<file path="src/rtl/cgra_config_arbiter_pkg.sv">
// Shared types for the CGRA configuration arbiter.
// FSM states and the issue-register bundle.
package cfg_arb_pkg;

    localparam int ADDR_W = 32;
    localparam int DATA_W = 32;

    typedef enum logic [1:0] {
        IDLE,
        RD_WAIT,
        RD_RESP
    } arb_state_t;

    // Issue register; fields sized to the widest supported bus.
    typedef struct packed {
        logic [ADDR_W-1:0] addr;
        logic [DATA_W-1:0] data;
        logic              read;
        logic              write;
    } cfg_req_t;

endpackage

</file>
<file path="src/rtl/cgra_config_arbiter_if.sv">
// Requester ports plus interconnect config bus of the arbiter.
// slave = arbiter side, master = requesters and interconnect.
interface cgra_config_arbiter_if #(
    parameter int N_PORTS = 8,
    parameter int ADDR_W  = 32,
    parameter int DATA_W  = 32
);
    logic [N_PORTS-1:0]        req_valid;
    logic [N_PORTS-1:0]        req_ready;
    logic [N_PORTS*ADDR_W-1:0] req_addr;
    logic [N_PORTS*DATA_W-1:0] req_data;
    logic [N_PORTS-1:0]        req_read;
    logic [N_PORTS-1:0]        req_write;
    logic [N_PORTS-1:0]        rsp_valid;
    logic [DATA_W-1:0]         rsp_data;
    logic [ADDR_W-1:0]         cfg_addr;
    logic [DATA_W-1:0]         cfg_data;
    logic                      cfg_read;
    logic                      cfg_write;
    logic [DATA_W-1:0]         cfg_rd_data;

    modport slave (
        input  req_valid, req_addr, req_data, req_read, req_write,
        input  cfg_rd_data,
        output req_ready, rsp_valid, rsp_data,
        output cfg_addr, cfg_data, cfg_read, cfg_write
    );

    modport master (
        output req_valid, req_addr, req_data, req_read, req_write,
        output cfg_rd_data,
        input  req_ready, rsp_valid, rsp_data,
        input  cfg_addr, cfg_data, cfg_read, cfg_write
    );
endinterface

</file>
<file path="src/rtl/cgra_config_arbiter_rr_arbiter.sv">
// Round-robin grant with the last-grant pointer held locally.
// Search starts one past the last granted port and wraps.
module rr_arbiter #(
    parameter int N_PORTS = 8,
    parameter int IW      = (N_PORTS > 1) ? $clog2(N_PORTS) : 1
) (
    input  logic               clk,
    input  logic               reset,
    input  logic [N_PORTS-1:0] req,
    input  logic               en,
    output logic [N_PORTS-1:0] grant,
    output logic [IW-1:0]      idx
);
    logic [IW-1:0] ptr;
    logic [IW-1:0] j;
    logic          found;

    always_comb begin
        grant = '0;
        idx   = '0;
        found = 1'b0;
        j     = '0;
        for (int k = 1; k <= N_PORTS; k++) begin
            j = IW'((int'(ptr) + k) % N_PORTS);
            if (en && !found && req[j]) begin
                found    = 1'b1;
                grant[j] = 1'b1;
                idx      = j;
            end
        end
    end

    always_ff @(posedge clk) begin
        if (reset) begin
            ptr <= IW'(N_PORTS - 1);
        end else if (found) begin
            ptr <= idx;
        end
    end

endmodule

</file>
<file path="src/rtl/cgra_config_arbiter.sv">
// Merges per-slice config requests onto one interconnect config bus.
// Writes issue one per cycle; reads block until the response returns.
module cgra_config_arbiter
    import cfg_arb_pkg::*;
#(
    parameter int N_PORTS  = 8,
    parameter int ADDR_W   = cfg_arb_pkg::ADDR_W,
    parameter int DATA_W   = cfg_arb_pkg::DATA_W,
    parameter int READ_LAT = 1
) (
    input  logic                  clk,
    input  logic                  reset,
    cgra_config_arbiter_if.slave  bus,
    output logic                  err_both
);
    localparam int IW = (N_PORTS > 1) ? $clog2(N_PORTS) : 1;
    localparam int CW = 3;

    arb_state_t         state;
    arb_state_t         state_nx;
    logic [N_PORTS-1:0] grant;
    logic [IW-1:0]      gidx;
    logic               acc;
    logic [ADDR_W-1:0]  sel_addr;
    logic [DATA_W-1:0]  sel_data;
    logic               sel_rd;
    logic               sel_wr;
    cfg_req_t           iss;
    logic [CW-1:0]      cnt;
    logic [IW-1:0]      rd_port;
    logic [N_PORTS-1:0] rsp_valid_q;
    logic [DATA_W-1:0]  rsp_data_q;

    rr_arbiter #(.N_PORTS(N_PORTS), .IW(IW)) u_rr (
        .clk   (clk),
        .reset (reset),
        .req   (bus.req_valid),
        .en    (state == IDLE && !reset),
        .grant (grant),
        .idx   (gidx)
    );

    assign acc           = |grant;
    assign bus.req_ready = grant;
    assign sel_rd        = |(grant & bus.req_read);
    assign sel_wr        = |(grant & bus.req_write);

    always_comb begin
        sel_addr = '0;
        sel_data = '0;
        for (int i = 0; i < N_PORTS; i++) begin
            if (grant[i]) begin
                sel_addr = bus.req_addr[i*ADDR_W +: ADDR_W];
                sel_data = bus.req_data[i*DATA_W +: DATA_W];
            end
        end
    end

    always_ff @(posedge clk) begin
        if (reset) begin
            state <= IDLE;
        end else begin
            state <= state_nx;
        end
    end

    always_comb begin
        state_nx = state;
        unique case (state)
            IDLE:    if (acc && sel_rd && !sel_wr) state_nx = RD_WAIT;
            RD_WAIT: if (cnt == '0) state_nx = RD_RESP;
            RD_RESP: state_nx = IDLE;
            default: state_nx = IDLE;
        endcase
    end

    // A request carrying both flags issues as a write.
    always_ff @(posedge clk) begin
        if (reset) begin
            iss         <= '0;
            cnt         <= '0;
            rd_port     <= '0;
            err_both    <= 1'b0;
            rsp_valid_q <= '0;
            rsp_data_q  <= '0;
        end else begin
            iss.read    <= 1'b0;
            iss.write   <= 1'b0;
            rsp_valid_q <= '0;
            if (acc) begin
                iss.addr  <= cfg_arb_pkg::ADDR_W'(sel_addr);
                iss.data  <= cfg_arb_pkg::DATA_W'(sel_data);
                iss.write <= sel_wr;
                iss.read  <= sel_rd & ~sel_wr;
                rd_port   <= gidx;
                if (sel_rd && sel_wr) err_both <= 1'b1;
            end
            if (acc && sel_rd && !sel_wr) begin
                cnt <= CW'(READ_LAT);
            end else if (state == RD_WAIT && cnt != '0) begin
                cnt <= cnt - CW'(1);
            end
            if (state == RD_WAIT && cnt == '0) begin
                rsp_valid_q[rd_port] <= 1'b1;
                rsp_data_q           <= bus.cfg_rd_data;
            end
        end
    end

    assign bus.cfg_addr  = iss.addr[ADDR_W-1:0];
    assign bus.cfg_data  = iss.data[DATA_W-1:0];
    assign bus.cfg_read  = iss.read;
    assign bus.cfg_write = iss.write;
    assign bus.rsp_valid = rsp_valid_q;
    assign bus.rsp_data  = rsp_data_q;

endmodule
</file>
<file path="src/flat_wrapper.sv">
// flat-port wrapper written by rule: the top's interface ports become plain ports
module cgra_config_arbiter_flat import cfg_arb_pkg::*;
#(
    parameter int N_PORTS  = 8,
    parameter int ADDR_W   = cfg_arb_pkg::ADDR_W,
    parameter int DATA_W   = cfg_arb_pkg::DATA_W,
    parameter int READ_LAT = 1
)
  (clk, reset, err_both, bus_req_valid, bus_req_addr, bus_req_data, bus_req_read, bus_req_write, bus_cfg_rd_data, bus_req_ready, bus_rsp_valid, bus_rsp_data, bus_cfg_addr, bus_cfg_data, bus_cfg_read, bus_cfg_write);
  cgra_config_arbiter_if #(.N_PORTS(N_PORTS), .ADDR_W(ADDR_W), .DATA_W(DATA_W)) bus_i ();
  input  logic clk;
  input  logic reset;
  output logic err_both;
  input wire logic [$bits(bus_i.req_valid)-1:0] bus_req_valid;
  input wire logic [$bits(bus_i.req_addr)-1:0] bus_req_addr;
  input wire logic [$bits(bus_i.req_data)-1:0] bus_req_data;
  input wire logic [$bits(bus_i.req_read)-1:0] bus_req_read;
  input wire logic [$bits(bus_i.req_write)-1:0] bus_req_write;
  input wire logic [$bits(bus_i.cfg_rd_data)-1:0] bus_cfg_rd_data;
  output wire logic [$bits(bus_i.req_ready)-1:0] bus_req_ready;
  output wire logic [$bits(bus_i.rsp_valid)-1:0] bus_rsp_valid;
  output wire logic [$bits(bus_i.rsp_data)-1:0] bus_rsp_data;
  output wire logic [$bits(bus_i.cfg_addr)-1:0] bus_cfg_addr;
  output wire logic [$bits(bus_i.cfg_data)-1:0] bus_cfg_data;
  output wire logic [$bits(bus_i.cfg_read)-1:0] bus_cfg_read;
  output wire logic [$bits(bus_i.cfg_write)-1:0] bus_cfg_write;
  assign bus_i.req_valid = bus_req_valid;
  assign bus_i.req_addr = bus_req_addr;
  assign bus_i.req_data = bus_req_data;
  assign bus_i.req_read = bus_req_read;
  assign bus_i.req_write = bus_req_write;
  assign bus_i.cfg_rd_data = bus_cfg_rd_data;
  assign bus_req_ready = bus_i.req_ready;
  assign bus_rsp_valid = bus_i.rsp_valid;
  assign bus_rsp_data = bus_i.rsp_data;
  assign bus_cfg_addr = bus_i.cfg_addr;
  assign bus_cfg_data = bus_i.cfg_data;
  assign bus_cfg_read = bus_i.cfg_read;
  assign bus_cfg_write = bus_i.cfg_write;
  cgra_config_arbiter #(.N_PORTS(N_PORTS), .ADDR_W(ADDR_W), .DATA_W(DATA_W), .READ_LAT(READ_LAT)) u_core (.clk(clk), .reset(reset), .bus(bus_i), .err_both(err_both));
endmodule
</file>
<file path="config.mk">
export PLATFORM = sky130hd
export DESIGN_NAME = cgra_config_arbiter_flat
export DESIGN_NICKNAME = d
export VERILOG_FILES = /design/src/rtl/cgra_config_arbiter_pkg.sv /design/src/rtl/cgra_config_arbiter_if.sv /design/src/rtl/cgra_config_arbiter_rr_arbiter.sv /design/src/rtl/cgra_config_arbiter.sv /design/src/flat_wrapper.sv
export SDC_FILE = /design/constraint.sdc
export NUM_CORES = 1
export LEC_CHECK = 0
export ABC_AREA = 1
export CAP_MARGIN = 25
export CORE_AREA = 2 2 267 269
export DETAILED_ROUTE_END_ITERATION = 16
export DIE_AREA = 0 0 269 271
export GPL_TIMING_DRIVEN = 0
export PLACE_DENSITY_LB_ADDON = 0.05
export SKIP_LAST_GASP = 1
export SLEW_MARGIN = 10
export SYNTH_ARGS = -nofsm -noshare
export SYNTH_HDL_FRONTEND = slang
export SYNTH_SLANG_ARGS = --single-unit
export TNS_END_PERCENT = 10
</file>
<file path="constraint.sdc">
create_clock -name clk -period 4.4 [get_ports clk]
set_clock_uncertainty 0.05 [all_clocks]
set_input_delay 0.44 -clock clk [delete_from_list [all_inputs] [get_ports clk]]
set_output_delay 0.44 -clock clk [all_outputs]
set_load 0.01 [all_outputs]
</file>
==> metrics.csv, run 1 <==
stage,metric,value,unit
synth,"FF+latch count, synth",118,
setup_path,crit path to,bus_req_ready[7],
die,die area,72900,µm²
die,# rows,97,
timing,"Slew Viols, Final",0,
detailed_routing,Pre-Repair DR Iteration Count,5,
setup_path,Critical Path Source,u_core.u_rr.ptr[0],
detailed_routing,drt wl/cell,22.3,µm
setup_path,RR Endpoint,u_core.bus.cfg_data[17],
global_route,number of global-route vias before repair,15861,
flow_run,max-cap viol count,0,
clock_network,CTS root buffer,clkbuf_16,
die,core region area,69800,µm²
synth,most common cell in the synthesized netlist,nand2_1,
synth,Synth top cells by count,"nand2_1, nor2_1, a21oi_1",
synth,Syn Nets,2624,
timing,endpoints failing setup,0,
die,Die H,271,µm
synth,number of synthesized flops with an enable pin,0,
place,DP HPWL,69100,µm
synth,top cells by area in the synthesized netlist,"dfxtp_1, nand2_1, nor2_1, a21oi_1, inv_1",
setup_path,Worst Reg-to-Reg Cells,25,
synth,sequential share of the synthesized area,0.218,
detailed_routing,final wirelength,83300,µm
clock_network,CTS buffer count,17,
finish,share of layout cells above drive strength 1,0.0746,
timing,final hold slack,0.430,ns
finish,area taken by flip-flops and latches,2360,µm²
setup_path,Arrival @ worst endpoint,3.68,ns
setup_path,RR Startpoint,u_core.u_rr.ptr[0],
synth,compound-gate portion of the synthesized area,0.186,
place,Port Buffers,684,
synth,xor/xnor share of the synthesized area,0.00335,
clock_network,Max clock buf depth,2,
synth,post-synth top area share,0.218,
finish,Post-Layout Cell Count,3743,
setup_path,nature of the critical path endpoint,output port,
synth,Ys Warns,0,
finish,Area Overhead vs Synth,84.9,%
timing,relative slew slack,0.333,
power_and_ir_drop,total power,21.7,mW
clock_network,Worst-Skew Late Latency,0.46,ns
setup_path,WP data required,3.91,ns
power_and_ir_drop,Pwr per Cell Area,1080,nW/µm²
place,routability congestion estimate,0.971,
synth,Syn Area/Cell,5.30,µm²
global_route,initial antenna violation count,38,
min_path,Hold Startpoint,u_core.bus.rsp_data[18],
global_route,Tot GR Track Use,0.222,
clock_network,Post-CTS Hold Buffers,0,
detailed_routing,ANT nets after route,0,
global_route,total gr overflow,0,
detailed_routing,1st-iter DRT viols,782,
clock_network,TritonCTS Sinks,118,
synth,Yosys top cell by area,dfxtp_1,
die,starting density of the core,0.155,
global_route,global-route wire length before repair,114000,µm
setup_path,Setup Crit Path Kind,reg2out,
detailed_routing,Vias/cell,4.20,
setup_path,R2R Setup Slk,0.28,ns
synth,Synth Area in Adders,0.00923,
synth,post-synthesis async set-or-reset flop share,0,
synth,Synth Area in Simple Gates,0.457,
min_path,Hold Crit Class,reg2reg,
detailed_routing,Post-route DRC,0,
synth,"Top FF cell, synth",dfxtp_1,
synth,cell area after synthesis,10800,µm²
finish,fin nets,3355,
finish,Fillers,7897,
clock_network,CTS H-tree lvls,4,
clock_network,clock tree from TritonCTS,done,
synth,post-synthesis mux area share,0,
timing,"Hold Vio Cnt, Final",0,
setup_path,CP Launch Type,flip-flop,
place,placed instance area,18900,µm²
clock_network,clock slew at reported path FFs,0.06,ns
synth,largest family of logic cells by synthesized area,simple AND/OR/NAND/NOR gates,
finish,area of the multi-input gates,7230,µm²
timing,Slew @ Worst Pin,1.00,ns
die,Die Wd,269,µm
synth,count of unique library cells instantiated by Yosys,39,
die,I/O pins,685,
finish,final instance area,20100,µm²
setup_path,critical path peak fanout,10,
synth,Synth Instances,2046,
timing,Final Critical Period,4.17,ns
run_status,outcome,completed,
detailed_routing,Via Count,15739,
place,post-place setup slack,-1.20,ns
place,post-placement cell count,3670,
timing,crit share post-route,0.949,
timing,fmax,240,MHz
global_route,pin count of the biggest net entering global routing,17,
power_and_ir_drop,Worst VDD drop,489,µV
power_and_ir_drop,Pleak,9.13,nW
timing,setup slack after layout,0.226,ns
-- power breakdown --
part | switching, mW | internal (mW) | total (mW)
combinational | 11.9 | 6.49 | 18.4
sequential | 0.217 | 1.56 | 1.78
clock | 0.592 | 0.866 | 1.46
total | 12.8 | 8.92 | 21.7
-- layout by cell type, fill, tap and decap left out, types with 6 or more instances in the layout --
cell type        instances
clkdlybuf4s50_1        677
nand2_1                615
nor2_1                 425
a21oi_1                274
inv_1                  161
dfxtp_1                116
nand3_1                102
o21ai_0                 99
buf_2                   45
clkbuf_1                43
buf_4                   36
clkbuf_16               19
nor3_1                  18
buf_6                   14
diode_2                 13
inv_2                   12
o21ai_1                 12
buf_1                    8
ha_1                     7
nand3_4                  6
buf_8                    6
nand3_2                  6
nand4_4                  6
nor2_2                   6
-- logic make-up after synthesis --
group	count (synthesis)
compound gates	396
xor+xnor	2
fa+ha+maj	8
buf+inv	314
flops	118
simple gates	1208
-- sequential cells by signal, indices dropped and copies added (netlist names) --
register / count
u_core.bus.cfg_read: 1
u_core.bus.rsp_valid: 8
u_core.err_both: 1
u_core.bus.cfg_addr: 32
u_core.cnt: 3
u_core.state: 2
u_core.bus.cfg_data: 32
u_core.rd_port: 3
u_core.u_rr.ptr: 3
u_core.bus.cfg_write: 1
u_core.bus.rsp_data: 32
-- metal layers --
layer	track usage	vias to the layer above	part of all wire
li1	-	7932	-
met1	0.241	7184	0.39
met2	0.405	490	0.51
met3	0.0853	85	0.087
met4	0.0417	48	0.011
met5	0	-	0.0036
-- worst max-delay path, stage by stage, from the launching register on --
cell           delay (ns)
dfxtp_2              0.35
buf_6                0.13
inv_2                0.04
buf_6                0.13
clkbuf_8             0.17
ha_4                 0.31
inv_4                0.07
nand3_1              0.08
nand2_1              0.09
nand2_2              0.12
nand2_4              0.09
nand3_4              0.09
buf_4                0.17
buf_4                0.13
o21ai_0              0.07
a21oi_1              0.12
o21ai_1              0.08
a21oi_1              0.22
nand4_4              0.16
buf_12               0.17
buf_6                0.14
dlygate4sd2_1        0.28
-- through the flow --
| stage | setup TNS, ns | util |
|---|---|---|
| floorplan | 0 | - |
| global placement | -49.89 | 0.270 |
| detailed placement | -46.62 | 0.270 |
| CTS | -0.643 | 0.285 |
| global route | -0.00196 | 0.287 |
| finish | 0 | 0.287 |
-- area by class of cell --
type	count	area share
diodes	13	0.00162
clock buffers	19	0.0226
inverters	178	0.0339
plain buffers	136	0.0454
clock inverters	13	0.00736
multi-input cells	1614	0.361
flip-flops and latches	118	0.118
repair buffers	712	0.352
well taps	940	0.0587
-- worst min-delay path by stage --
stage          slack [ns]                       to  cells past startpoint
2_1_floorplan        0.41  u_core.bus.rsp_valid[0]                      1
3_3_place_gp         0.41  u_core.bus.rsp_data[22]                      2
3_5_place_dp         0.42          u_core.err_both                      2
4_1_cts              0.43          u_core.err_both                      2
5_1_grt              0.45  u_core.bus.rsp_data[22]                      2
6_report             0.43  u_core.bus.rsp_data[18]                      2
-- what timing repair did --
action,in CTS,in global routing
resized for setup,60,43
setup endpoints to repair,82,73
pin swaps,10,4
gates cloned,0,0
setup buffers,28,0
No activity file was read; power rests on OpenSTA's default activity.
==> run 2: changes to the inputs <==
- CTS_CLUSTER_DIAMETER: default -> 40
- clock period: 4.4 -> 4.2 ns (I/O delays scaled with it)
==> run 2 against run 1 <==
Cell count is 0.11% higher. Sequential share of layout area down 0.071 points. Cell area rose by 0.60%. First-iteration DRC count down 1.2%. Core utilization is 0.17 points higher. Total power increased by 6.1%. Global-route usage barely moved. Critical path depth is 1 lower.
==> metrics.csv, run 2 (same netlist as run 1, synthesis figures left out) <==
stage,metric,value,unit,change
place,routability congestion estimate,0.971,,unchanged
detailed_routing,final wirelength,83200,µm,about the same
power_and_ir_drop,Pleak,9.16,nW,+0.32%
place,placed instance area,18900,µm²,unchanged
setup_path,nature of the critical path endpoint,output port,,
setup_path,Arrival @ worst endpoint,3.58,ns,-0.10 ns
clock_network,clock slew at reported path FFs,0.06,ns,about the same
die,I/O pins,685,,unchanged
detailed_routing,Post-route DRC,0,,unchanged
clock_network,CTS H-tree lvls,4,,unchanged
setup_path,crit-path most repeated cell,buf_4,,
place,post-place setup slack,-1.38,ns,-0.180 ns
timing,Final Critical Period,4.05,ns,
timing,fmax,247,MHz,
detailed_routing,1st-iter DRT viols,773,,-1.2%
global_route,total gr overflow,0,,unchanged
die,Die Wd,269,µm,unchanged
detailed_routing,Pre-Repair DR Iteration Count,5,,unchanged
timing,Slew @ Worst Pin,1.08,ns,+0.0782 ns
detailed_routing,ANT nets after route,0,,unchanged
global_route,initial antenna violation count,38,,unchanged
clock_network,Max clock buf depth,2,,unchanged
clock_network,Worst-Skew Late Latency,0.46,ns,about the same
setup_path,cell family contributing the most delay on the critical path,buffers and inverters,,
setup_path,RR Startpoint,u_core.u_rr.ptr[0],,
finish,"commonest cells after routing, fill and taps aside","clkdlybuf4s50_1, nand2_1, nor2_1",,
clock_network,CTS root buffer,clkbuf_16,,
timing,"Slew Viols, Final",0,,unchanged
setup_path,Setup Crit Path Kind,reg2out,,
finish,"commonest non-fill, non-tap cell in the layout",clkdlybuf4s50_1,,
finish,fin nets,3357,,+0.060%
finish,Area Overhead vs Synth,86.0,%,
die,# rows,97,,unchanged
detailed_routing,Via Count,15723,,-0.10%
die,starting density of the core,0.155,,unchanged
detailed_routing,drt wl/cell,22.2,µm,-0.19%
detailed_routing,Vias/cell,4.20,,-0.21%
setup_path,critical path peak fanout,10,,unchanged
global_route,Tot GR Track Use,0.221,,-0.000326
timing,endpoints failing setup,0,,unchanged
setup_path,"Cell Chain, Critical Path","buf_6, inv_2, buf_6, clkbuf_8, ha_4, inv_6, nand3_1, nand2_1, nand2_2, nand2_4, nand3_4, nand4_4, nor2_4, buf_4, buf_4, nand4_1, nand4_4, buf_4, buf_12, clkdlybuf4s15_2",,
min_path,Hold Crit Class,reg2reg,,
setup_path,CP Launch Type,flip-flop,,
power_and_ir_drop,total power,23.0,mW,+6.1%
die,Die H,271,µm,unchanged
setup_path,worst path bufs/invs,10,,unchanged
die,core region area,69800,µm²,unchanged
clock_network,CTS buffer count,17,,unchanged
clock_network,clock tree from TritonCTS,done,,
place,DP HPWL,69100,µm,unchanged
global_route,number of global-route vias before repair,15834,,-0.17%
timing,setup slack after layout,0.148,ns,-0.0777 ns
setup_path,crit-path max cell delay,0.35,ns,about the same
finish,Fillers,7879,,-0.23%
global_route,pin count of the biggest net entering global routing,17,,unchanged
run_status,outcome,completed,,
timing,RSZ-0062 raised after global routing,yes,,
timing,crit share post-route,0.965,,
setup_path,WP data required,3.73,ns,-0.18 ns
flow_run,max-cap viol count,0,,unchanged
place,Port Buffers,684,,unchanged
finish,share of layout cells above drive strength 1,0.0795,,+0.00496
setup_path,Critical Path Source,u_core.u_rr.ptr[0],,
power_and_ir_drop,Pwr per Cell Area,1140,nW/µm²,+5.4%
finish,final instance area,20200,µm²,+0.60%
setup_path,"slowest stage cell, crit path",dfxtp_2,,
power_and_ir_drop,Worst VDD drop,565,µV,+15%
clock_network,TritonCTS Sinks,118,,unchanged
die,die area,72900,µm²,unchanged
global_route,global-route wire length before repair,114000,µm,-0.18%
timing,"Hold Vio Cnt, Final",0,,unchanged
min_path,Hold Startpoint,u_core.bus.rsp_data[18],,
timing,relative slew slack,0.276,,-0.0577
-- run 2: changes by cell type in the layout (fill, tap and decap cells not counted), moves of 3 or more --
cell	delta
clkbuf_2	+7
buf_2	-10
buf_6	+6
nand2_2	+3
clkbuf_4	+4
clkdlybuf4s15_2	+3
buf_12	+4
clkbuf_1	-6
-- run 2: per-stage QoR --
step	std cells	util	setup TNS, ns	hold slack (ns)
after global placement	3670	0.270	-66.13	0.414
after global routing	3738	0.289	-0.0297	0.454
after detailed placement	3670	0.270	-62.86	0.419
after CTS	3725	0.286	-0.842	0.433
final	3747	0.289	0	0.430
after floorplan	2046	-	0	0.414
-- run 2: power breakdown --
part	switching, mW	leakage, nW	internal (mW)
Clock	0.623	0.282	0.907
Combinational	12.5	7.90	7.06
Sequential	0.226	0.973	1.64
-- run 2: timing repair --
action	CTS	global route
pin swaps	15	8
buffers inserted	23	7
hold buffers	0	0
setup endpoints to repair	82	78
gates resized for setup	87	58
-- run 2: area by class of cell --
cell class	instances	area [µm²]	area share
multi-input combinational	1614	7230	0.359
timing repair buffer	714	7100	0.352
sequential	118	2360	0.117
tap	940	1180	0.0583
buffer	136	981	0.0486
inverter	178	683	0.0339
clock buffer	19	453	0.0225
clock inverter	13	148	0.00732
antenna	15	37.5	0.00186
-- run 2: worst reg2reg max path: cells and delay by family (launching register included) --
kind,cells,cell delay (ns)
simple gates,16,1.74
buf+inv,10,1.32
flops,1,0.35
fa+ha+maj,1,0.32
compound gates,1,0.13
-- run 2: metal layers --
metal  share of wire  GRT usage  vias to the layer above
li1                -          -                     7944
met1            0.39      0.241                     7162
met2            0.51      0.405                      480
met3           0.086     0.0851                       89
met4           0.011     0.0417                       48
met5          0.0036          0                        -
-- run 2: final timing paths --
kind | endpoint | slack, ns | cells past startpoint
setup / recovery | bus_req_ready[1] | 0.15 | 20
hold / removal | u_core.bus.rsp_data[18] | 0.43 | 2
setup reg to reg | u_core.bus.cfg_data[11] | 0.24 | 28
hold reg to reg | u_core.bus.rsp_data[18] | 0.43 | 2
==> run 3: changes to the inputs <==
- REMOVE_ABC_BUFFERS: default -> 1
==> run 3 against run 2 <==
The flow now finishes with violations (negative setup slack). Via count increased by 0.67%. Worst hold slack lost 0.0068 ns. Critical path type unchanged. Maximum frequency is 4.4% lower. Largest cell class unchanged. Cell count fell by 2.3%. Critical endpoint is now bus_req_ready[0].
==> metrics.csv, run 3 (same netlist as run 1, synthesis figures left out) <==
stage,metric,value,unit,change
run_status,outcome,"finished, violations left",,
run_status,failing checks,negative setup slack,,
detailed_routing,Vias/cell,4.32,,+3.0%
finish,area taken by flip-flops and latches,2370,µm²,+0.37%
setup_path,Worst Reg-to-Reg Cells,23,,-18%
setup_path,"Cell Chain, Critical Path","inv_4, ha_4, buf_4, nand3_1, nand2_1, nand2_2, nand3_4, nand2_4, nor2_8, nand4_4, buf_4, buf_4, nor2_1, nor2_1, nand3_4, buf_12, clkdlybuf4s50_1",,
power_and_ir_drop,switching part of the total,0.577,,-0.00537
detailed_routing,Pre-Repair DR Iteration Count,5,,unchanged
setup_path,WP data required,3.73,ns,about the same
timing,RSZ-0062 raised after global routing,yes,,
place,Port Buffers,684,,unchanged
min_path,worst hold path endpoint,u_core.err_both,,
detailed_routing,met1 WL,33100,µm,+2.9%
setup_path,worst path bufs/invs,6,,-4
setup_path,nature of the critical path endpoint,output port,,
detailed_routing,final wirelength,83800,µm,+0.75%
finish,share of layout cells above drive strength 1,0.0691,,-0.0104
finish,"commonest non-fill, non-tap cell in the layout",clkdlybuf4s50_1,,
power_and_ir_drop,Comb power frac,0.858,,+0.006
place,routability congestion estimate,0.864,,-11%
flow_run,max-cap viol count,0,,unchanged
global_route,Tot GR Track Use,0.223,,+0.00148
timing,relative slew slack,0.454,,+0.178
power_and_ir_drop,Pwr per Cell Area,1180,nW/µm²,+3.8%
global_route,number of global-route vias before repair,15524,,-2.0%
finish,Area Overhead vs Synth,87.8,%,
detailed_routing,1st-iter DRT viols,843,,+9.1%
clock_network,CTS buffer count,17,,unchanged
setup_path,Setup Crit Path Kind,reg2out,,
clock_network,clock tree from TritonCTS,done,,
power_and_ir_drop,Pleak,9.18,nW,+0.28%
power_and_ir_drop,total power,24.1,mW,+4.8%
global_route,global-route wire length before repair,115000,µm,+1.5%
setup_path,RR Endpoint,u_core.bus.cfg_addr[1],,
place,DP HPWL,58300,µm,-16%
timing,fmax,236,MHz,-4.4%
die,# rows,97,,unchanged
detailed_routing,met3 WL,6350,µm,-11%
detailed_routing,drt wl/cell,22.9,µm,+3.1%
global_route,total gr overflow,0,,unchanged
detailed_routing,Via Count,15828,,+0.67%
power_and_ir_drop,clock power share,0.064,,-0.003
finish,fin nets,3271,,-2.6%
global_route,initial antenna violation count,34,,-11%
timing,setup slack after layout,-0.0373,ns,-0.185 ns
clock_network,Worst-Skew Late Latency,0.47,ns,about the same
clock_network,clock slew at reported path FFs,0.06,ns,about the same
power_and_ir_drop,Worst VDD drop,899,µV,+59%
finish,Post-Layout Cell Count,3662,,-2.3%
die,core region area,69800,µm²,unchanged
die,I/O pins,685,,unchanged
min_path,Hold Startpoint,u_core.err_both,,
global_route,pin count of the biggest net entering global routing,57,,+40
setup_path,Arrival @ worst endpoint,3.77,ns,+0.19 ns
setup_path,crit-path max cell delay,0.58,ns,+0.23 ns
die,Die H,271,µm,unchanged
timing,Slew @ Worst Pin,0.813,ns,-0.265 ns
detailed_routing,ANT nets after route,0,,unchanged
finish,Final Util,0.292,,+0.00276
finish,Fillers,7843,,-0.46%
clock_network,CTS root buffer,clkbuf_16,,
detailed_routing,Top Metal Used,met5,,
die,starting density of the core,0.155,,unchanged
finish,"commonest cells after routing, fill and taps aside","clkdlybuf4s50_1, nand2_1, nor2_1",,
timing,crit share post-route,1.01,,+0.0441
power_and_ir_drop,NetSw,13.9,mW,+3.9%
setup_path,CP Launch Type,flip-flop,,
clock_network,Post-CTS Hold Buffers,0,,unchanged
finish,area of the multi-input gates,7390,µm²,+2.2%
setup_path,RR Startpoint,u_core.u_rr.ptr[1],,
timing,endpoints failing setup,3,,+3
power_and_ir_drop,sequential share of power,0.078,,-0.003
setup_path,cell family contributing the most delay on the critical path,buffers and inverters,,
setup_path,"slowest stage cell, crit path",clkdlybuf4s50_1,,
detailed_routing,Post-route DRC,0,,unchanged
min_path,hold path cells,2,,unchanged
power_and_ir_drop,Power Internal,10.2,mW,+6.2%
clock_network,CTS H-tree lvls,4,,unchanged
clock_network,Max clock buf depth,2,,unchanged
place,post-placement cell count,3559,,-3.0%
detailed_routing,met2 WL,43100,µm,+0.88%
setup_path,R2R Setup Slk,0.19,ns,-0.05 ns
timing,"Slew Viols, Final",0,,unchanged
die,die area,72900,µm²,unchanged
clock_network,TritonCTS Sinks,118,,unchanged
setup_path,critical path peak fanout,33,,+23
place,post-place setup slack,-2.66,ns,-1.28 ns
die,Die Wd,269,µm,unchanged
min_path,Hold Crit Class,reg2reg,,
timing,"Hold Vio Cnt, Final",0,,unchanged
setup_path,crit-path most repeated cell,buf_4,,
timing,Final Critical Period,4.24,ns,+0.185 ns
==> run 3: changes by cell type in the layout (fill, tap and decap cells not counted), sizes merged, moves of 2 or more <==
cell,change
nand3,+4
bufbuf,+6
buf,-45
clkdlybuf4s50,+6
clkbuf,-57
nand4,+3
clkdlybuf4s15,-5
dlygate4sd2,-2
clkinv,+2
==> run 3: how the worst max path moves through the flow <==
stage                             startpoint                 endpoint  slack, ns  cells past startpoint
after floorplan           u_core.u_rr.ptr[0]   u_core.bus.cfg_addr[0]      -2.51                     19
after global placement                 reset  u_core.bus.cfg_data[12]      -8.55                     16
after detailed placement  u_core.u_rr.ptr[0]  u_core.bus.cfg_data[31]      -2.66                     21
after CTS                 u_core.u_rr.ptr[1]         bus_req_ready[1]      -0.20                     15
after global routing      u_core.u_rr.ptr[1]         bus_req_ready[3]      -0.23                     16
final                     u_core.u_rr.ptr[1]         bus_req_ready[0]      -0.04                     17
==> run 3: worst register-to-register path: stages (launching register included) <==
cell,delay [ns]
dfxtp_4,0.44
inv_4,0.10
ha_4,0.17
or2_1,0.21
nand2_2,0.22
inv_2,0.14
nand2_1,0.11
nand3_1,0.11
nand2_4,0.13
inv_2,0.04
nand4_2,0.08
nor2_4,0.07
nand3_2,0.12
clkinv_4,0.12
nand2_4,0.16
nand3_4,0.18
buf_4,0.24
buf_16,0.18
nor2_4,0.21
nand4_4,0.12
buf_12,0.19
buf_16,0.18
o21ai_0,0.26
a21oi_1,0.06
==> run 3: power groups by stage <==
stage / logic, mW / registers [mW] / clock network (mW)
after detailed placement: 17.9 / 1.90 / 0
final: 20.7 / 1.87 / 1.54
after floorplan: 10.7 / 2.02 / 0
after CTS: 20.7 / 1.87 / 1.62
after global placement: 15.4 / 1.84 / 0
after global routing: 23.1 / 1.92 / 1.65
==> run 3: stage by stage <==
stage | instance area [µm²] | hold slack, ns | setup TNS, ns
3_3_place_gp | 18200 | 0.405 | -647.31
4_1_cts | 20100 | 0.435 | -2.39
5_1_grt | 20400 | 0.440 | -1.87
6_report | 20400 | 0.423 | -0.110
3_5_place_dp | 18800 | 0.419 | -194.35
2_1_floorplan | 10100 | 0.414 | -181.65
==> run 3: layout make-up <==
| class | count | area share |
|---|---|---|
| inverters | 178 | 0.0375 |
| repair buffers | 756 | 0.394 |
| well taps | 940 | 0.0577 |
| multi-input cells | 1622 | 0.363 |
| clock buffers | 17 | 0.0209 |
| diodes | 16 | 0.00197 |
| clock inverters | 15 | 0.00799 |
| flip-flops and latches | 118 | 0.117 |
==> run 3: routing by layer <==
metal	vias to the layer above	global-route usage
met4	38	0.0491
met2	522	0.402
met1	7383	0.253
met5	-	0
li1	7787	-
met3	98	0.0715
==> run 3: timing repair <==
item	CTS	global route
gates cloned	15	1
setup endpoints to repair	85	78
pin swaps	10	4
buffers inserted	27	13
resized for setup	47	24
